**src/rtl/fft_frame_sequencer.sv**
```systemverilog
// Slices one recording into NUM_FRAMES FFT frames, tracks each FFT output frame's peak bin and streams the peaks out.
// Optional PEAK_THRESHOLD_EN adds min_mag_in; frames whose max magnitude is below it report bin 0.
module fft_frame_sequencer #(
   parameter int FFT_LEN    = 1024,
   parameter int NUM_FRAMES = 4,
   parameter int SAMPLE_W   = 16,
   parameter int MAG_W      = 32,
   localparam int BIN_W     = $clog2(FFT_LEN)
) (
   input  logic                       clk_in,
   input  logic                       rst_in,
   input  logic                       start_in,
   input  logic [31:0]                recording_length,
   input  logic signed [SAMPLE_W-1:0] sample_in,
   input  logic                       sample_valid_in,
   output logic signed [SAMPLE_W-1:0] fft_s_data_out,
   output logic                       fft_s_valid_out,
   output logic                       fft_s_last_out,
   input  logic                       fft_s_ready_in,
   input  logic [MAG_W-1:0]           fft_m_mag_in,
   input  logic                       fft_m_valid_in,
   input  logic                       fft_m_last_in,
`ifdef PEAK_THRESHOLD_EN
   input  logic [MAG_W-1:0]           min_mag_in,
`endif
   output logic [BIN_W-1:0]           peak_bin_out,
   output logic                       peak_valid_out,
   output logic                       peak_last_out,
   input  logic                       peak_ready_in,
   output logic                       busy_out,
   output logic                       done_out,
   output logic [1:0]                 error_out
);

   localparam int FRAME_W = $clog2(NUM_FRAMES);
   localparam logic [BIN_W-1:0]   LAST_BIN   = BIN_W'(FFT_LEN - 1);
   localparam logic [BIN_W-1:0]   HALF_LAST  = BIN_W'(FFT_LEN / 2 - 1);
   localparam logic [FRAME_W-1:0] LAST_FRAME = FRAME_W'(NUM_FRAMES - 1);
   localparam logic [FRAME_W:0]   ALL_FRAMES = (FRAME_W + 1)'(NUM_FRAMES);
   localparam logic [31:0]        FFT_LEN32  = 32'(FFT_LEN);

   localparam logic [2:0] IDLE     = 3'd0;
   localparam logic [2:0] FEED     = 3'd1;
   localparam logic [2:0] SKIP     = 3'd2;
   localparam logic [2:0] WAIT_RES = 3'd3;
   localparam logic [2:0] EMIT     = 3'd4;

   logic [2:0]         state;
   logic [31:0]        stride;
   logic [31:0]        skip_cnt;
   logic [BIN_W-1:0]   sample_cnt;
   logic [FRAME_W-1:0] frame_idx;
   logic [FRAME_W:0]   frames_fed;
   logic [FRAME_W-1:0] emit_idx;
   logic               ovr_err;

   logic [BIN_W-1:0]   bin_cnt;
   logic [MAG_W-1:0]   run_max;
   logic [BIN_W-1:0]   run_bin;
   logic               wr_pend;
   logic [BIN_W-1:0]   wr_bin;
   logic [FRAME_W:0]   peak_cnt;
   logic [BIN_W-1:0]   peak_buf [NUM_FRAMES];
   logic               frm_err;

   logic        start_go;
   logic        out_stall;
   logic        feed_take;
   logic [31:0] stride_raw;
   logic [31:0] stride_next;
   logic [31:0] skip_len;

   assign start_go    = (state == IDLE) && start_in;
   assign out_stall   = fft_s_valid_out && !fft_s_ready_in;
   assign feed_take   = (state == FEED) && sample_valid_in && !out_stall;
   assign stride_raw  = recording_length >> FRAME_W;
   assign stride_next = (stride_raw < FFT_LEN32) ? FFT_LEN32 : stride_raw;
   assign skip_len    = stride - FFT_LEN32;

   always_ff @(posedge clk_in or posedge rst_in) begin
      if (rst_in) begin
         state           <= IDLE;
         stride          <= '0;
         skip_cnt        <= '0;
         sample_cnt      <= '0;
         frame_idx       <= '0;
         frames_fed      <= '0;
         emit_idx        <= '0;
         ovr_err         <= 1'b0;
         done_out        <= 1'b0;
         fft_s_data_out  <= '0;
         fft_s_valid_out <= 1'b0;
         fft_s_last_out  <= 1'b0;
      end else begin
         done_out <= 1'b0;

         // A held beat blocks new samples; anything arriving meanwhile is lost and flagged.
         if (feed_take) begin
            fft_s_data_out  <= sample_in;
            fft_s_valid_out <= 1'b1;
            fft_s_last_out  <= (sample_cnt == LAST_BIN);
         end else if (fft_s_valid_out && fft_s_ready_in) begin
            fft_s_valid_out <= 1'b0;
            fft_s_last_out  <= 1'b0;
         end
         if ((state == FEED) && sample_valid_in && out_stall) begin
            ovr_err <= 1'b1;
         end

         case (state)
            IDLE: begin
               if (start_in) begin
                  stride     <= stride_next;
                  skip_cnt   <= '0;
                  sample_cnt <= '0;
                  frame_idx  <= '0;
                  frames_fed <= '0;
                  emit_idx   <= '0;
                  ovr_err    <= 1'b0;
                  state      <= FEED;
               end
            end
            FEED: begin
               if (feed_take) begin
                  if (sample_cnt == LAST_BIN) begin
                     sample_cnt <= '0;
                     frames_fed <= frames_fed + 1'b1;
                     if (frame_idx == LAST_FRAME) begin
                        state <= WAIT_RES;
                     end else begin
                        frame_idx <= frame_idx + 1'b1;
                        if (stride > FFT_LEN32) begin
                           state <= SKIP;
                        end
                     end
                  end else begin
                     sample_cnt <= sample_cnt + 1'b1;
                  end
               end
            end
            SKIP: begin
               if (sample_valid_in) begin
                  if (skip_cnt == skip_len - 32'd1) begin
                     skip_cnt <= '0;
                     state    <= FEED;
                  end else begin
                     skip_cnt <= skip_cnt + 32'd1;
                  end
               end
            end
            WAIT_RES: begin
               if (peak_cnt == ALL_FRAMES) begin
                  emit_idx <= '0;
                  state    <= EMIT;
               end
            end
            EMIT: begin
               if (peak_ready_in) begin
                  if (emit_idx == LAST_FRAME) begin
                     emit_idx <= '0;
                     done_out <= 1'b1;
                     state    <= IDLE;
                  end else begin
                     emit_idx <= emit_idx + 1'b1;
                  end
               end
            end
            default: state <= IDLE;
         endcase
      end
   end

   // Peak tracking runs alongside FEED; a beat counts only while some fed frame still owes a result.
   logic             beat_ok;
   logic             in_band;
   logic             take_mag;
   logic [MAG_W-1:0] cand_max;
   logic [BIN_W-1:0] cand_bin;
   logic [BIN_W-1:0] final_bin;

   assign beat_ok  = fft_m_valid_in && (state != IDLE) &&
                     ((peak_cnt + (FRAME_W + 1)'(wr_pend)) != frames_fed);
   assign in_band  = (bin_cnt != '0) && (bin_cnt <= HALF_LAST);
   assign take_mag = in_band && (fft_m_mag_in > run_max);
   assign cand_max = take_mag ? fft_m_mag_in : run_max;
   assign cand_bin = take_mag ? bin_cnt : run_bin;
`ifdef PEAK_THRESHOLD_EN
   assign final_bin = (cand_max < min_mag_in) ? '0 : cand_bin;
`else
   assign final_bin = cand_bin;
`endif

   always_ff @(posedge clk_in or posedge rst_in) begin
      if (rst_in) begin
         bin_cnt  <= '0;
         run_max  <= '0;
         run_bin  <= '0;
         wr_pend  <= 1'b0;
         wr_bin   <= '0;
         peak_cnt <= '0;
         frm_err  <= 1'b0;
         for (int i = 0; i < NUM_FRAMES; i++) begin
            peak_buf[i] <= '0;
         end
      end else begin
         wr_pend <= 1'b0;
         if (start_go) begin
            bin_cnt  <= '0;
            run_max  <= '0;
            run_bin  <= '0;
            peak_cnt <= '0;
            frm_err  <= 1'b0;
         end else begin
            if (wr_pend) begin
               peak_buf[peak_cnt[FRAME_W-1:0]] <= wr_bin;
               peak_cnt <= peak_cnt + 1'b1;
            end
            if (fft_m_valid_in && !beat_ok) begin
               frm_err <= 1'b1;
            end else if (beat_ok) begin
               if (fft_m_last_in) begin
                  wr_pend <= 1'b1;
                  wr_bin  <= final_bin;
                  if (bin_cnt != LAST_BIN) begin
                     frm_err <= 1'b1;
                  end
                  bin_cnt <= '0;
                  run_max <= '0;
                  run_bin <= '0;
               end else begin
                  bin_cnt <= bin_cnt + 1'b1;
                  run_max <= cand_max;
                  run_bin <= cand_bin;
               end
            end
         end
      end
   end

   assign busy_out       = (state != IDLE);
   assign peak_valid_out = (state == EMIT);
   assign peak_bin_out   = (state == EMIT) ? peak_buf[emit_idx] : '0;
   assign peak_last_out  = (state == EMIT) && (emit_idx == LAST_FRAME);
   assign error_out      = {frm_err, ovr_err};

endmodule
```
**config.mk**
```make
export PLATFORM = sky130hd
export DESIGN_NAME = fft_frame_sequencer
export DESIGN_NICKNAME = d
export VERILOG_FILES = /design/src/rtl/fft_frame_sequencer.sv
export SDC_FILE = /design/constraint.sdc
export NUM_CORES = 1
export LEC_CHECK = 0
export ABC_AREA = 0
export CORE_ASPECT_RATIO = 0.6
export CORE_MARGIN = 2
export CORE_UTILIZATION = 41
export CTS_CLUSTER_SIZE = 25
export DETAILED_ROUTE_END_ITERATION = 16
export DONT_BUFFER_PORTS = 1
export PLACE_DENSITY = 0.64
export SYNTH_ARGS = -nofsm -noshare
export SYNTH_HDL_FRONTEND = slang
export SYNTH_SLANG_ARGS = --single-unit
```
**constraint.sdc**
```tcl
create_clock -name clk_in -period 6.02 [get_ports clk_in]
set_clock_uncertainty 0.2 [all_clocks]
set_input_delay 0.301 -clock clk_in [delete_from_list [all_inputs] [get_ports clk_in]]
set_output_delay 0.301 -clock clk_in [all_outputs]
set_load 0.01 [all_outputs]
```
### After elaboration in Yosys (flattened, before gate mapping)

Index checks and enable logic that the tools add are counted.

| cells by class | value |
|---|---|
| add/subtract/negate cells | 10 |
| $mul | 0 |
| divide/modulo/power cells | 0 |
| magnitude comparators | 7 |
| equal/unequal tests | 22 |
| shift operators | 0 |
| mux-type cells | 74 |
| bitwise gates (word level) | 4 |
| reductions and logical operators | 41 |

Operators by type and width:

| cell | count |
|---|---|
| 2-to-1 mux 32 bit | 8 |
| 2-to-1 mux 10 bit | 16 |
| case mux 32 bit (2 select lines) | 1 |
| 2-to-1 mux 3 bit | 15 |
| bitwise mux 40 bit | 1 |
| adder 32 x 1 -> 32 bit (second input constant) | 1 |
| == test 32 bit | 1 |
| > comparator 32 x 11 -> 1 bit (second input constant) | 1 |
| > comparator 32 bit | 1 |
| subtractor 32 x 1 -> 32 bit (second input constant) | 1 |
| subtractor 32 x 11 -> 32 bit (second input constant) | 1 |
| less-than comparator 30 x 11 -> 1 bit (second input constant) | 1 |
| 2-to-1 mux 30 bit | 1 |
| adder 10 x 1 -> 10 bit (second input constant) | 2 |
| binary-select mux 10 bit (select 2 bit) | 1 |
| demux 10 bit (select 2 bit) | 1 |
| case mux 10 bit (2 select lines) | 1 |
| 2-to-1 mux 1 bit | 18 |
| nonzero test 3 bit | 6 |
| inequality test 2 bit (second input constant) | 8 |
| case mux 3 bit (5 select lines) | 1 |
| 2-to-1 mux 2 bit | 7 |
| logical AND 1 bit | 13 |
| AND reduction 3 bit | 4 |
| other kinds (28) | 47 |

| storage, ports and cells | value |
|---|---|
| register bits after elaboration | 211 |
| bits in latches | 0 |
| bits in writable memories | 0 |
| memory bits (read-only) | 0 |
| bits of input ports | 88 |
| output and inout bits | 34 |
| word-level logic and storage cells | 181 |
| memories | 0 |

### Longest topological paths before layout

Gate-level depths: netlist (run 1).

| logic depth | value |
|---|---|
| word-level depth | 8 |
| depth in mapped cells | 12 |

### Worst setup path after synthesis (run 1)

OpenSTA, ideal clock, no wires.

| timing | value |
|---|---|
| kind | reg2reg |
| start | register stride[0] |
| end | register skip_cnt[13] |
| arrival | 3013 ps |
| required time | 5684 ps |
| setup slack | 2671 ps |
| stages on the path, launching flop included | 13 |
| path buffers | 2 |
| cell sequence | dfrtp_1 inv_1 ha_1 or4b_4 o41ai_2 buf_2 mux2i_1 nand4b_1 a2111oi_1 nand4b_1 nor3_2 buf_4 nor3_1 |

| between the ends | value |
|---|---|
| word-level cells in the longest chain between the ends | 6 |

Ends and longest elaborated chain:

| item | RTL line | RTL |
|---|---|---|
| from (decl) | 49 | `logic [31:0] stride;` |
| from (signal assigned) | 113 | `stride <= stride_next;` |
| subtractor 32 x 11 -> 32 bit | 78 | `assign skip_len = stride - FFT_LEN32;` |
| subtractor 32 x 1 -> 32 bit | 143 | `if (skip_cnt == skip_len - 32'd1) begin` |
| == test 32 bit | 143 |  |
| 2-to-1 mux 32 bit | 143 |  |
| 2-to-1 mux 32 bit | 142 | `if (sample_valid_in) begin` |
| case mux 32 bit (2 select lines) | 110 | `case (state)` |
| to (signal assigned) | 147 | `skip_cnt <= skip_cnt + 32'd1;` |
| to (decl) | 50 | `logic [31:0] skip_cnt;` |

No other way between the ends. The select of a mux whose other input is x is not followed.
A chain may end at the register's enable or synchronous reset.

### Worst setup path after layout (run 1)

| timing | value |
|---|---|
| start | register stride[0] |
| end | register skip_cnt[20] |

The elaborated chain is that of the path after synthesis.

==> results of run 1 <==
-- where the power goes --
part | leakage [nW] | internal, mW | total [mW] | switching (mW)
Combinational | 2.67 | 0.475 | 1.00 | 0.529
Sequential | 2.78 | 1.62 | 1.83 | 0.202
Clock | 0.357 | 0.762 | 1.35 | 0.585
-- worst max path at each step --
| stage | endpoint | slack (ns) |
|---|---|---|
| 6_report | skip_cnt[20] | 1.51 |
| 5_1_grt | skip_cnt[4] | 1.28 |
| 4_1_cts | skip_cnt[20] | 1.57 |
| 3_5_place_dp | skip_cnt[20] | 1.59 |
| 3_3_place_gp | skip_cnt[20] | 1.75 |
| 2_1_floorplan | skip_cnt[13] | 2.67 |
-- cell families after synthesis --
logic type | count (synthesis) | share of synthesized area (%)
AO/OA/AOI/OAI | 188 | 12.4
XOR/XNOR | 74 | 5.82
adder cells (fa/ha/maj) | 46 | 5.17
buffers and inverters | 104 | 3.76
flip-flops | 209 | 47.0
multiplexers | 77 | 8.70
AND/OR/NAND/NOR | 364 | 17.2
-- metal layers --
metal  GRT usage [%]  wire (um)  vias up
met4            3.88        493        0
li1                -          -     4009
met1            30.9      14100     4045
met2            26.4      10700      220
met3            4.21       1710       36
met5               0          0        -
-- what timing repair did --
item,CTS,global route
hold endpoints to repair,254,0
hold buffers,86,0
buffers inserted,0,0
-- state kept, by name (all words and copies together) (netlist names), 2 cells and up --
signal	count
peak_cnt	3
bin_cnt	10
wr_bin	10
emit_idx	2
fft_s_data_out	16
run_max	32
sample_cnt	10
frames_fed	3
peak_buf	40
run_bin	10
state	3
stride	30
skip_cnt	32
frame_idx	2
-- stage by stage --
stage	setup slack, ns	utilization, %
final	1.51	49.2
after global routing	1.28	49.2
after CTS	1.57	49.2
after detailed placement	1.59	43.2
after global placement	1.75	43.2
after floorplan	2.67	-
-- layout by cell type, fill, tap and decap left out, types with 4 or more instances in the layout --
| master | Yosys | layout |
|---|---|---|
| a221o_1 | 9 | 9 |
| nor4_1 | 16 | 16 |
| or3_1 | 11 | 11 |
| a21oi_1 | 36 | 36 |
| ha_1 | 46 | 46 |
| inv_1 | 55 | 54 |
| mux2i_1 | 9 | 9 |
| a211oi_1 | 5 | 5 |
| clkbuf_16 | 0 | 22 |
| o211ai_1 | 6 | 6 |
| nand2_1 | 92 | 92 |
| dfrtp_1 | 209 | 209 |
| o21a_1 | 4 | 4 |
| buf_4 | 5 | 8 |
| xor2_1 | 31 | 31 |
| nor2_1 | 59 | 58 |
| a22o_1 | 50 | 50 |
| nor3b_1 | 4 | 4 |
| nor3_1 | 41 | 41 |
| a31oi_1 | 4 | 4 |
| and4_1 | 13 | 13 |
| and3_1 | 32 | 32 |
| a21o_1 | 9 | 9 |
| xnor2_1 | 43 | 43 |
| mux4_2 | 10 | 10 |
| mux2_2 | 58 | 58 |
| nand2b_1 | 4 | 4 |
| o21ai_0 | 32 | 32 |
| nand4_1 | 15 | 15 |
| clkinv_2 | 0 | 6 |
| dlygate4sd3_1 | 0 | 86 |
| and2_1 | 6 | 6 |
| nand3_1 | 33 | 33 |
| nand3b_1 | 9 | 9 |
| clkbuf_8 | 0 | 7 |
| nor2b_1 | 9 | 8 |
-- worst max-delay path: stages, from the launching register on --
cell	delay, ns
dfrtp_1	0.42
inv_1	0.12
ha_1	0.27
or4b_4	0.54
o41ai_2	0.90
and4bb_1	0.33
mux2i_1	0.10
a2111oi_1	0.42
nand4b_1	0.31
nor3_2	0.24
buf_4	0.35
nor4_1	0.11
-- layout make-up --
class                   instances  area [sq um]  share of cell area [%]
clock buffers                  30           651                    4.98
inverters                      55           210                    1.61
diodes                          1          2.50                  0.0192
clock inverters                10          70.1                   0.537
flip-flops and latches        209          5230                    40.1
repair buffers                 95           941                    7.21
well taps                     360           450                    3.45
multi-input cells             749          5500                    42.1
==> results.sh, run 1 <==
export IMPL_status="finished, final reports clean"
export IMPL_fin_crit_ns=4.51
export IMPL_leakagePower_nw=5.81
export IMPL_drive_gt1_share_pct=11.4
export IMPL_htreeDepth=1
export IMPL_firstDrtPassIters=5
export IMPL_fp_dieW_um=217
export IMPL_cp_max_fo=29
export IMPL_path_class="flop to flop"
export IMPL_ys_flop_type="dfrtp_1"
export IMPL_dpl_cell_count=1382
export IMPL_startpoint_type="flop"
export IMPL_period_share_pct=74.9
export IMPL_r2r_end="skip_cnt[20]"
export IMPL_cts_resized=0
export IMPL_io_pins=122
export IMPL_synth_edff_count=0
export IMPL_ir_worst_vdd_uv=173
export IMPL_drt_iter0_markers=608
export IMPL_tns_ns=0
export IMPL_routabilityCongestion=0.880
export IMPL_fp_dieH_um=132
export IMPL_arrival_ns=4.67
export IMPL_fmax_mhz=222
export IMPL_synth_yosys_warnings=0
export IMPL_core_sq_um=26500
export IMPL_ys_top_cells_by_area="dfrtp_1 47%, mux2_2 5.9%, ha_1 5.2%"
export IMPL_fin_cells=1509
export IMPL_insertion_delay_ns=0.52
export IMPL_syn_mean_instance_area_sq_um=10.5
export IMPL_slew_headroom_pct=30.9
export IMPL_crit_path_start="stride[0]"
export IMPL_hold_viol=0
export IMPL_grt_max_degree=157
export IMPL_clock_path_buffers=3
export IMPL_netlist_area_sq_um=11100
export IMPL_setup_violations=0
export IMPL_hp_class="input pin to flop"
export IMPL_synth_distinct_cells=71
export IMPL_ant_nets=0
export IMPL_grt_usage_pct=19.4
export IMPL_final_max_slew_violation_count=0
export IMPL_worstHoldEndpoint="sample_cnt[4]"
export IMPL_clkTransAtPathRegs_ns=0.06
export IMPL_drc=0
export IMPL_placed_area_sq_um=11500
export IMPL_worst_hold_slack_ns=0.0962
export IMPL_grt_pass1_wl_um=45200
export IMPL_synth_top_area_share_pct=47.0
export IMPL_grt_pass1_vias=8260
export IMPL_synthToLayoutAreaGrowth_pct=17.3
export IMPL_initial_core_util_pct=42.0
export IMPL_synthTopCellsByCount="209 x dfrtp_1, 92 x nand2_1, 59 x nor2_1, 58 x mux2_2, 55 x inv_1"
export IMPL_fill_cells=2465
export IMPL_via_per_inst=5.51
export IMPL_p_per_area_nw_per_um2=320
export IMPL_stdcell_area_sq_um=13100
export IMPL_antenna_found_initial=1
export IMPL_fin_nets=1266
export IMPL_num_vias=8310
export IMPL_clock_sinks=209
export IMPL_dp_hpwl_um=18100
export IMPL_wl_per_cell_um=17.9
export IMPL_grt_overflow=0
export IMPL_maxCapViolations=0
export IMPL_worst_slew_pin_slew_ns=1.02
export IMPL_root_buffer="clkbuf_16"
export IMPL_hold_depth=4
export IMPL_synth_seq_cells=209
export IMPL_async_flop_share_pct=100
export IMPL_numPortBuffers=0
export IMPL_r2r_start="stride[0]"
export IMPL_syn_inst=1062
export IMPL_synth_most_common_cell="dfrtp_1"
export IMPL_rows=46
export IMPL_dieArea_sq_um=28500
export IMPL_rsz0062_at_grt="false"
export IMPL_crit_required_ns=6.18
export IMPL_cts_made_buffers=22
export IMPL_synth_top_area_cell="dfrtp_1"
export IMPL_hp_start="start_in"
export IMPL_rrSetupSlack_ns=1.51
export IMPL_synth_nets=1196
export IMPL_p_total_mw=4.18
export IMPL_routed_wl_um=27000
export IMPL_cp_end_kind="flop"
export IMPL_tritoncts="built"
export IMPL_seq_area_frac_synth_pct=47.0
export IMPL_reg2reg_depth=11
Note: power is estimated with default switching activity, not from simulation.
==> run 2: changes to the inputs <==
Clock period 6.02 ns to 3.9 ns, I/O delays scaled along.
==> run 2 against run 1 <==
Effect of this change:
- sequential share of layout area is 0.61 points lower
- setup slack got worse by 1.3 ns
- clock power increased by 57%
- critical endpoint is now skip_cnt[2]
==> results.sh, run 2 (synthesized netlist as in run 1, its figures left out) <==
export IMPL_status="finished, final reports clean"
export IMPL_crit_chain="inv_1, ha_2, or4b_4, o41ai_2, buf_4, and4bb_1, mux2i_1, a2111oi_1, nand4b_1, buf_4, o211ai_1, o211ai_1"
export IMPL_worst_hold_slack_ns=0.0686
export IMPL_clkTransAtPathRegs_ns=0.06
export IMPL_startpoint_type="flop"
export IMPL_hp_class="input pin to flop"
export IMPL_swShare_pct=30.9
export IMPL_drive_gt1_share_pct=12.4
export IMPL_ir_worst_vdd_uv=369
export IMPL_leakagePower_nw=5.92
export IMPL_ant_nets=0
export IMPL_grt_usage_pct=19.4
export IMPL_period_share_pct=95.7
export IMPL_grt_overflow=0
export IMPL_path_class="flop to flop"
export IMPL_antennaDiodeCount=0
export IMPL_grt_pass1_wl_um=45300
export IMPL_wl_per_cell_um=18.0
export IMPL_synthToLayoutAreaGrowth_pct=19.1
export IMPL_rrSetupSlack_ns=0.17
export IMPL_rows=46
export IMPL_layout_commonest_cell="dfrtp_1"
export IMPL_stdcell_area_sq_um=13300
export IMPL_fin_util_pct=50.0
export IMPL_grt_max_degree=128
export IMPL_core_sq_um=26500
export IMPL_largest_reg_flops=40
export IMPL_slew_headroom_pct=45.1
export IMPL_firstDrtPassIters=5
export IMPL_fmax_mhz=268
export IMPL_sequentialPowerShare_pct=43.2
export IMPL_rsz0062_at_grt="false"
export IMPL_pwr_share_comb_pct=24.3
export IMPL_drc=0
export IMPL_hold_viol=0
export IMPL_placed_area_sq_um=11600
export IMPL_clock_sinks=209
export IMPL_drt_iter0_markers=617
export IMPL_p_per_area_nw_per_um2=491
export IMPL_fp_dieH_um=132
export IMPL_top_register="peak_buf"
export IMPL_clkPwrFrac_pct=32.5
export IMPL_cpLargestDelayFamily="compound AO/OA/AOI/OAI gates"
export IMPL_cp_end_kind="flop"
export IMPL_fin_crit_ns=3.73
export IMPL_tritoncts="built"
export IMPL_numPortBuffers=0
export IMPL_crit_path_top_delay_cell="or4b_4"
export IMPL_fp_dieW_um=217
export IMPL_worst_path_buf_inv=3
export IMPL_num_vias=8533
export IMPL_routabilityCongestion=0.916
export IMPL_worst_slew_pin_slew_ns=0.821
export IMPL_dieArea_sq_um=28500
export IMPL_slowest_delay_ns=0.52
export IMPL_crit_required_ns=4.08
export IMPL_setup_violations=0
export IMPL_clock_path_buffers=3
export IMPL_tns_ns=0
export IMPL_final_max_slew_violation_count=0
export IMPL_dp_hpwl_um=18700
export IMPL_initial_core_util_pct=42.0
export IMPL_internal_power_mw=4.50
export IMPL_maxCapViolations=0
export IMPL_fin_nets=1287
export IMPL_via_per_inst=5.58
export IMPL_arrival_ns=3.92
export IMPL_cp_max_fo=11
export IMPL_htreeDepth=1
export IMPL_antenna_found_initial=0
export IMPL_routed_wl_um=27500
export IMPL_cts_made_buffers=22
export IMPL_root_buffer="clkbuf_16"
export IMPL_io_pins=122
export IMPL_grt_pass1_vias=8300
export IMPL_top_regs="peak_buf: 40 flops, run_max: 32 flops, skip_cnt: 32 flops"
export IMPL_final_cell_mix="209 x dfrtp_1, 92 x nand2_1, 92 x dlygate4sd3_1"
export IMPL_insertion_delay_ns=0.51
export IMPL_power_switching_mw=2.01
export IMPL_fill_cells=2403
-- run 2: cell types whose count changed in the layout (fill, tap and decap cells not counted), moves of 2 or more --
| cell | change |
|---|---|
| dlygate4sd3_1 | +6 |
| clkbuf_1 | +3 |
| buf_4 | +13 |
| clkbuf_8 | -4 |
| bufinv_16 | +2 |
-- run 2: power by group through the flow --
stage	registers [mW]	clock network (mW)	logic [mW]
after floorplan	2.75	0	1.18
after global placement	2.83	0	1.46
after detailed placement	2.85	0	1.50
after CTS	2.81	2.18	1.59
after global routing	2.86	2.27	1.80
final	2.82	2.12	1.58
-- run 2: path summary, 6_finish.rpt --
| path | startpoint | to | cells after the start |
|---|---|---|---|
| setup / recovery | stride[0] | skip_cnt[2] | 12 |
| hold / removal | fft_m_last_in | wr_bin[9] | 3 |
| setup reg to reg | stride[0] | skip_cnt[2] | 12 |
| hold reg to reg | sample_cnt[8] | sample_cnt[8] | 1 |
| max in group asynchronous | rst_in | stride[8] | 4 |
| min in group asynchronous | rst_in | sample_cnt[7] | 3 |
-- run 2: metal layers --
metal | vias to the layer above | global-route usage, % | part of all wire [%]
met5 | - | 0 | 0
li1 | 4049 | - | -
met1 | 4197 | 30.9 | 51
met2 | 255 | 27.0 | 41
met4 | 0 | 3.35 | 1.6
met3 | 32 | 4.14 | 6.6
-- run 2: what timing repair did --
action                                 in CTS  in global routing
endpoints found under the hold margin     263                  0
setup endpoints to repair                   0                 30
hold buffers                               92                  0
resized for setup                           0                  3
setup buffers                               0                  1
-- run 2: stage by stage --
| step | cells | worst slack (ns) | power [mW] |
|---|---|---|---|
| 2_1_floorplan | 1062 | 0.551 | 3.93 |
| 3_3_place_gp | 1396 | 0.255 | 4.30 |
| 3_5_place_dp | 1396 | 0.0684 | 4.34 |
| 4_1_cts | 1528 | 0.0650 | 6.58 |
| 5_1_grt | 1529 | 0.0344 | 6.93 |
| 6_report | 1529 | 0.166 | 6.51 |
-- run 2: area by class of cell --
class	instances	area, sq um	share of cell area [%]
Tap cell	360	450	3.40
Sequential cell	209	5230	39.4
Timing Repair Buffer	116	1130	8.52
Multi-Input combinational cell	749	5510	41.6
Inverter	55	210	1.59
Clock buffer	29	607	4.58
Clock inverter	11	121	0.915
-- run 2: worst register-to-register path, stage by stage, from the launching register on --
cell and delay, ns:
dfrtp_1 0.41, inv_1 0.11, ha_2 0.25, or4b_4 0.52
o41ai_2 0.30, buf_4 0.23, and4bb_1 0.24, mux2i_1 0.10
a2111oi_1 0.40, nand4b_1 0.24, buf_4 0.21, o211ai_1 0.25
o211ai_1 0.15
